### src/rtl/cmp_flag_monitor.sv
`default_nettype none
// ============================================================================
// Module      : cmp_flag_monitor
// Description : Monitors e/l/g flags from a comparator stage. It keeps
//               saturating per-flag counters and an equal-streak lock FSM
//               with a sticky error state for illegal flag combinations.
// Revision    : 1.0 - initial release
// ============================================================================
module cmp_flag_monitor #(
    parameter int LOCK_N = 3
) (
    input  logic       clk,
    input  logic       rst,
    input  logic       in_valid,
    input  logic       e,
    input  logic       l,
    input  logic       g,
    input  logic       clr,
    output logic [7:0] eq_cnt,
    output logic [7:0] lt_cnt,
    output logic [7:0] gt_cnt,
    output logic [2:0] streak,
    output logic       lock,
    output logic       err
);

    typedef enum logic [1:0] {
        S_SEARCH = 2'd0,
        S_COUNT  = 2'd1,
        S_LOCKED = 2'd2,
        S_ERR    = 2'd3
    } state_t;

    localparam logic [2:0] C_LOCK_N = 3'(LOCK_N);
    localparam logic [7:0] C_SAT    = 8'hFF;

    state_t     r_state;
    logic [7:0] r_eq_cnt;
    logic [7:0] r_lt_cnt;
    logic [7:0] r_gt_cnt;
    logic [2:0] r_streak;
    logic       r_lock;
    logic       r_err;

    logic       w_onehot;
    logic       w_legal;

    assign w_onehot = ({e, l, g} == 3'b100) || ({e, l, g} == 3'b010) ||
                      ({e, l, g} == 3'b001);
    assign w_legal  = in_valid & w_onehot;

    always_ff @(posedge clk or posedge rst) begin
        if (rst) begin
            r_state  <= S_SEARCH;
            r_eq_cnt <= 8'd0;
            r_lt_cnt <= 8'd0;
            r_gt_cnt <= 8'd0;
            r_streak <= 3'd0;
            r_lock   <= 1'b0;
            r_err    <= 1'b0;
        end else if (clr) begin
            r_state  <= S_SEARCH;
            r_eq_cnt <= 8'd0;
            r_lt_cnt <= 8'd0;
            r_gt_cnt <= 8'd0;
            r_streak <= 3'd0;
            r_lock   <= 1'b0;
            r_err    <= 1'b0;
        end else if (in_valid) begin
            // Counters keep running even while the FSM sits in ERR.
            if (w_legal) begin
                if (e && r_eq_cnt != C_SAT) r_eq_cnt <= r_eq_cnt + 8'd1;
                if (l && r_lt_cnt != C_SAT) r_lt_cnt <= r_lt_cnt + 8'd1;
                if (g && r_gt_cnt != C_SAT) r_gt_cnt <= r_gt_cnt + 8'd1;
            end

            if (r_state != S_ERR) begin
                if (!w_legal) begin
                    r_state  <= S_ERR;
                    r_streak <= 3'd0;
                    r_lock   <= 1'b0;
                    r_err    <= 1'b1;
                end else if (e) begin
                    case (r_state)
                        S_SEARCH: begin
                            r_streak <= 3'd1;
                            if (C_LOCK_N == 3'd1) begin
                                r_state <= S_LOCKED;
                                r_lock  <= 1'b1;
                            end else begin
                                r_state <= S_COUNT;
                            end
                        end
                        S_COUNT: begin
                            r_streak <= r_streak + 3'd1;
                            if (r_streak + 3'd1 == C_LOCK_N) begin
                                r_state <= S_LOCKED;
                                r_lock  <= 1'b1;
                            end
                        end
                        default: begin
                            r_streak <= C_LOCK_N;
                        end
                    endcase
                end else begin
                    r_state  <= S_SEARCH;
                    r_streak <= 3'd0;
                    r_lock   <= 1'b0;
                end
            end
        end
    end

    assign eq_cnt = r_eq_cnt;
    assign lt_cnt = r_lt_cnt;
    assign gt_cnt = r_gt_cnt;
    assign streak = r_streak;
    assign lock   = r_lock;
    assign err    = r_err;

endmodule
`default_nettype wire

### config.mk
export PLATFORM = sky130hd
export DESIGN_NAME = cmp_flag_monitor
export DESIGN_NICKNAME = d
export VERILOG_FILES = /design/src/rtl/cmp_flag_monitor.sv
export SDC_FILE = /design/constraint.sdc
export NUM_CORES = 1
export LEC_CHECK = 0
export CAP_MARGIN = 30
export CORE_ASPECT_RATIO = 0.5
export CORE_MARGIN = 2
export CORE_UTILIZATION = 46
export DETAILED_ROUTE_END_ITERATION = 8
export PLACE_DENSITY = 0.81
export REMOVE_ABC_BUFFERS = 1
export SETUP_SLACK_MARGIN = 0.3
export SYNTH_ARGS = -nofsm -noshare
export SYNTH_HDL_FRONTEND = slang
export SYNTH_SLANG_ARGS = --single-unit
export TNS_END_PERCENT = 100
### constraint.sdc
create_clock -name clk -period 1.59 [get_ports clk]
set_input_delay 0.477 -clock clk [delete_from_list [all_inputs] [get_ports clk]]
set_output_delay 0.477 -clock clk [all_outputs]
set_load 0.01 [all_outputs]
==> results of run 1 <==
routing by layer:
metal	GRT usage, %	vias to the layer above
met1	33.3	1078
li1	-	891
met5	0	-
met4	15.2	0
met2	51.9	177
met3	5.67	54
layout by cell type (no fill, tap or decap), types with 6 or more instances in the layout:
master,Yosys,routed
sky130_fd_sc_hd__buf_6,2,28
sky130_fd_sc_hd__xor2_1,11,9
sky130_fd_sc_hd__buf_4,0,54
sky130_fd_sc_hd__dfrtp_1,31,27
sky130_fd_sc_hd__nand4_1,6,6
sky130_fd_sc_hd__nand2_1,9,9
sky130_fd_sc_hd__nor2_1,22,20
sky130_fd_sc_hd__buf_2,1,24
sky130_fd_sc_hd__clkbuf_8,0,7
sky130_fd_sc_hd__o211ai_1,7,7
logic make-up after synthesis:
family                     after synthesis
xor gates and xnor gates                14
buffers and inverters                   13
adders and majority gates                5
DFF                                     31
muxes                                    5
and+or+nand+nor                         68
AOI/OAI and AO/OA                       45
power by group:
| part | switching (uW) | internal [uW] | leakage, uW | total, uW |
|---|---|---|---|---|
| Sequential | 12.4 | 799 | 0.000424 | 811 |
| Combinational | 136 | 117 | 0.000997 | 252 |
| Clock | 354 | 395 | 0.0000505 | 749 |
| Total | 502 | 1310 | 0.00147 | 1810 |
how the worst max path moves through the flow:
stage | startpoint | endpoint | slack, ns | depth (start not counted)
after floorplan | l | eq_cnt[7] | 0.02 | 3
after global placement | g | gt_cnt[7] | -0.48 | 6
after detailed placement | g | lt_cnt[7] | -0.61 | 6
after CTS | eq_cnt[0] | eq_cnt[5] | 0.11 | 6
after global routing | lt_cnt[1] | lt_cnt[5] | -0.05 | 6
final | lt_cnt[1] | lt_cnt[5] | -0.03 | 6
what timing repair did:
item                                    CTS  global route
resized for setup                       171            60
pin swaps                                29            40
endpoints found under the setup margin   60            58
setup buffers                            38             8
Yosys cell counts, drive strengths merged:
| cell type | count | area (sq um) |
|---|---|---|
| a21oi | 7 | 35.0 |
| nor3 | 2 | 10.0 |
| buf | 3 | 27.5 |
| nand4bb | 1 | 11.3 |
| o21a | 1 | 7.51 |
| o2111ai | 1 | 8.76 |
| or2 | 1 | 6.26 |
| o221a | 1 | 11.3 |
| xor2 | 11 | 96.3 |
| clkbuf | 3 | 11.3 |
| o311ai | 2 | 17.5 |
| a21boi | 2 | 15.0 |
| or4 | 1 | 7.51 |
| and4 | 1 | 8.76 |
| nand2b | 5 | 31.3 |
| o311a | 1 | 10.0 |
| o211ai | 8 | 65.1 |
| nand4 | 6 | 37.5 |
| nand2 | 9 | 33.8 |
| dfrtp | 31 | 776 |
| a211oi | 1 | 7.51 |
| a2111oi | 1 | 15.0 |
| xnor2 | 3 | 26.3 |
| o31ai | 1 | 7.51 |
| o22a | 1 | 8.76 |
| ha | 5 | 62.6 |
| and4bb | 3 | 37.5 |
| nand3 | 6 | 30.0 |
| inv | 7 | 26.3 |
| o21ai | 13 | 65.1 |
| or3 | 3 | 18.8 |
| nor2b | 1 | 6.26 |
| nor2 | 22 | 82.6 |
| o32a | 1 | 10.0 |
| o41ai | 4 | 35.0 |
| and2 | 1 | 6.26 |
| and3 | 4 | 25.0 |
| mux2i | 5 | 50.1 |
| nor4 | 2 | 18.8 |
critical path: cells and delay by family (launching register included):
family / cells / cell delay (ns)
AO/OA/AOI/OAI: 3 / 0.58
flip-flops: 1 / 0.45
adder cells (fa/ha/maj): 1 / 0.21
buffers and inverters: 1 / 0.21
AND/OR/NAND/NOR: 1 / 0.10
per-stage QoR:
| stage | area (sq um) | setup TNS (ns) | total power (uW) | std cells |
|---|---|---|---|---|
| 6_report | 3080 | -0.0401 | 1810 | 344 |
| 5_1_grt | 3080 | -0.203 | 1840 | 344 |
| 4_1_cts | 2750 | 0 | 1700 | 336 |
| 3_5_place_dp | 2370 | -12.91 | 993 | 290 |
| 3_3_place_gp | 2370 | -11.60 | 988 | 290 |
| 2_1_floorplan | 1730 | 0 | 889 | 175 |
final cells by class:
type | count | area (sq um)
Tap cell | 51 | 63.8
Timing Repair Buffer | 110 | 896
Clock inverter | 1 | 7.51
Multi-Input combinational cell | 137 | 1210
Fill cell | 146 | 463
Sequential cell | 31 | 781
Inverter | 7 | 26.3
Clock buffer | 7 | 96.3
sequential cells by signal, summed over array words and instances (netlist names):
| register | cells |
|---|---|
| streak | 3 |
| r_state | 2 |
| lt_cnt | 8 |
| err | 1 |
| lock | 1 |
| eq_cnt | 8 |
| gt_cnt | 8 |
==> out/qor.txt, run 1 <==
Row Count - 15
Met2 Routed Length - 3.69 mm
I/O pin count - 36
initial antenna violation count - 0
sum of net half-perimeters after detailed placement - 3.10 mm
Max-slew headroom - 75.8%
worst voltage drop across the vdd grid - 523 uV
number of CTS-inserted buffers - 5
vias - 2200
depth of the worst register-to-register path - 6
Routed WL per cell - 22.9 um
WL met1 - 2.97 mm
share of the clock period used by the worst path after layout - 102%
NumNets Final - 304
distinct cell type count after synthesis - 45
xor/xnor share of the synthesized area - 6.94%
die area - 0.00438 sq mm
register-to-register setup slack - -0.03 ns
cell area after technology mapping - 0.00177 sq mm
starting DRC count in detailed routing - 162
# clock sinks - 31
Adder-Cell Fraction of Synth Area - 3.54%
TritonCTS clock tree - done
Hold Buf Count CTS - 0
die outline height - 47.8 um
clock latency on the worst-skew pair - 0.30 ns
post-layout min period - 1.62 ns
number of antenna diodes - 0
proportion of layout cells with a drive suffix above 1 - 55.6%
post-route setup slack - -0.0317 ns
share of synthesized cell area in and, or, nand and nor gates - 21.0%
startpoint types - flip-flop
number of buffers on the longest clock path - 2
total power per unit cell area - 588 mW/mm^2
first-pass detailed-route iteration total - 5
sum of overflow across all layers after global routing - 0
sequential-to-total area share from yosys stat - 43.9%
category of the most critical setup path - flip-flop to flip-flop
Worst Clk Skew - 0.0121 ns
ordered list of cells on the worst path - ha_4 > nand3_4 > o211ai_1 > buf_4 > o21ai_1 > a21oi_2
final routed DRC violation total - 0
Final Slew Violations - 0
number of nets still failing antenna checks after routing - 0
total length of routed wires - 7.86 mm
global-route wire length before repair - 9.14 mm
cell leakage power - 0.00147 uW
delay of the slowest cell on the worst path - 0.45 ns
aggregate global-route resource usage - 28.2%
buffers added on ports - 35
worst hold path type - input pin to asynchronous set/reset pin
Horiz. Die Dim - 91.6 um
routed vias/inst - 6.40
transition time of the tightest slew-check pin - 0.362 ns
violated checks - negative setup slack
vias in the first global route - 1861
run status - finished, violations left
clock-pin transition on the worst setup and hold timing paths - 0.08 ns
Seq cells post-synth - 31
Initial Util - 49.8%
proportion of synthesized area in mux cells - 2.83%
average cell area after synthesis - 9.76 sq um
share of the core filled with cells - 86.9%
final setup violating endpoints - 2
Top Layer Used - met4
maximum number of pins on one net before global-route repair - 32
Final Hold Slack - 0.581 ns
slowest library cell on the worst path - sky130_fd_sc_hd__dfrtp_1
H-Tree Depth - 2
sort of element at the end of the critical path - flip-flop
count of warnings emitted by yosys - 0
RePlAce Congestion - 0.848
synthesized netlist cell count - 181
reg-to-reg critical path endpoint - lt_cnt[5]
core region area - 0.00355 sq mm
arrival time reported for the critical path endpoint - 1.84 ns
Layout Area Growth over Synthesis - 74.6%
met3 wire length - 698 um
endpoint required time on the critical path - 1.81 ns
peak clock frequency supported by timing - 0.617 GHz
worst-case setup slack after placement - -0.613 ns
root buffer cell - sky130_fd_sc_hd__clkbuf_8
RSZ-0062 raised after global routing - yes
Final Hold Violating Endpoints - 0
largest fanout of any net on the critical path - 4
dominant combinational cell family by area after synthesis - simple AND/OR/NAND/NOR gates
launching point of the worst reg2reg path - lt_cnt[1]
complex-gate fraction of the synthesized area - 18.1%
max-cap violation count - 0
(Power assumes the default switching activity.)
==> run 2, diff against run 1 <==
PLACE_DENSITY = default   (was 0.81)
PLACE_DENSITY_LB_ADDON = 0.15   (was default)
==> out/qor.txt, run 2 (synthesized netlist as in run 1, its figures left out) <==
run status - finished, violations left
violated checks - negative setup slack
leading cell type in the layout, fill and taps excluded - sky130_fd_sc_hd__buf_4
transition time of the tightest slew-check pin - 0.502 ns
core region area - 0.00355 sq mm
Hold Buf Count CTS - 0
peak clock frequency supported by timing - 0.565 GHz
Layout Area Growth over Synthesis - 81.7%
RePlAce Congestion - 0.863
final setup violating endpoints - 5
TritonCTS clock tree - done
commonest cells after routing, fill and taps aside - sky130_fd_sc_hd__buf_4, sky130_fd_sc_hd__buf_6, sky130_fd_sc_hd__dfrtp_1
number of CTS-inserted buffers - 5
WL met1 - 3.08 mm
Initial Util - 49.8%
Worst Clk Skew - 0.00890 ns
maximum number of pins on one net before global-route repair - 19
routed vias/inst - 6.32
Horiz. Die Dim - 91.6 um
sum of overflow across all layers after global routing - 0
startpoint types - flip-flop
vias in the first global route - 1790
worst-case setup slack after placement - -0.539 ns
global-route wire length before repair - 8.38 mm
starting DRC count in detailed routing - 192
total length of routed wires - 8.30 mm
cell leakage power - 0.00147 uW
total power per unit cell area - 523 mW/mm^2
number of antenna diodes - 0
root buffer cell - sky130_fd_sc_hd__clkbuf_8
sum of net half-perimeters after detailed placement - 3.02 mm
NumNets Final - 310
share of the clock period used by the worst path after layout - 111%
die area - 0.00438 sq mm
clock latency on the worst-skew pair - 0.30 ns
RSZ-0062 raised after global routing - yes
first-pass detailed-route iteration total - 5
category of the most critical setup path - flip-flop to flip-flop
worst hold path type - input pin to asynchronous set/reset pin
final routed DRC violation total - 0
sort of element at the end of the critical path - flip-flop
endpoint required time on the critical path - 1.74 ns
worst voltage drop across the vdd grid - 398 uV
Top Layer Used - met4
post-layout min period - 1.77 ns
final sum of negative setup slack - -0.486 ns
max-cap violation count - 0
depth of the worst register-to-register path - 5
# clock sinks - 31
clock-pin transition on the worst setup and hold timing paths - 0.07 ns
number of nets still failing antenna checks after routing - 0
Met2 Routed Length - 3.94 mm
largest fanout of any net on the critical path - 4
initial antenna violation count - 0
Routed WL per cell - 23.9 um
met3 wire length - 814 um
Max-slew headroom - 66.1%
buffers added on ports - 35
vias - 2199
arrival time reported for the critical path endpoint - 1.92 ns
Final Hold Violating Endpoints - 0
Final Slew Violations - 0
number of buffers on the longest clock path - 2
aggregate global-route resource usage - 25.4%
Row Count - 15
H-Tree Depth - 2
die outline height - 47.8 um
post-route setup slack - -0.179 ns
I/O pin count - 36
proportion of layout cells with a drive suffix above 1 - 59.6%
==> run 2: layer usage <==
layer	vias to the layer above	GRT usage (%)
met4	0	8.48
met2	189	46.0
met3	56	5.51
met5	-	0
li1	905	-
met1	1049	31.8
==> run 2: worst max-delay path: stages, from the launching register on <==
cell and delay [ns]:
sky130_fd_sc_hd__dfrtp_1 0.40, sky130_fd_sc_hd__buf_6 0.12, sky130_fd_sc_hd__nand4_1 0.21, sky130_fd_sc_hd__o211ai_1 0.27
sky130_fd_sc_hd__o311ai_1 0.42, sky130_fd_sc_hd__o41ai_1 0.19
==> run 2: metrics by stage <==
stage	hold WS (ns)	util, %	std cells	cell area [sq um]	total power, uW
6_report	0.474	90.5	348	3210	1680
5_1_grt	0.509	90.5	348	3210	1720
4_1_cts	0.469	78.0	329	2770	1570
3_5_place_dp	0.486	66.7	289	2360	997
3_3_place_gp	0.479	66.7	289	2360	993
2_1_floorplan	0.527	-	175	1730	889
==> run 2: layout make-up <==
class / count / area [sq um]
multi-input cells: 137 / 1290
repair buffers: 116 / 973
flip-flops and latches: 31 / 785
fillers: 115 / 337
clock buffers: 6 / 72.6
well taps: 51 / 63.8
inverters: 7 / 26.3
==> run 2: path summary, 6_finish.rpt <==
| path | start | end | slack [ns] |
|---|---|---|---|
| worst min-delay path | rst | gt_cnt[6] | 0.47 |
| worst max-delay path | lt_cnt[3] | lt_cnt[7] | -0.18 |
| max in group asynchronous | rst | gt_cnt[5] | 0.67 |
| worst min register to register | streak[0] | streak[0] | 0.60 |
| min in group clk | streak[0] | streak[0] | 0.60 |
| worst max register to register | lt_cnt[3] | lt_cnt[7] | -0.18 |
==> run 2: where the power goes <==
part           internal, uW  switching, uW  total, uW
Combinational           116            148        264
Sequential              799           15.6        815
Clock                   292            308        600
Total                  1210            471       1680
==> run 2: repair_timing <==
item / 4_1_cts / 5_1_grt
endpoints found under the setup margin: 60 / 56
pin swaps: 35 / 41
buffers inserted: 34 / 19
resized for setup: 187 / 69
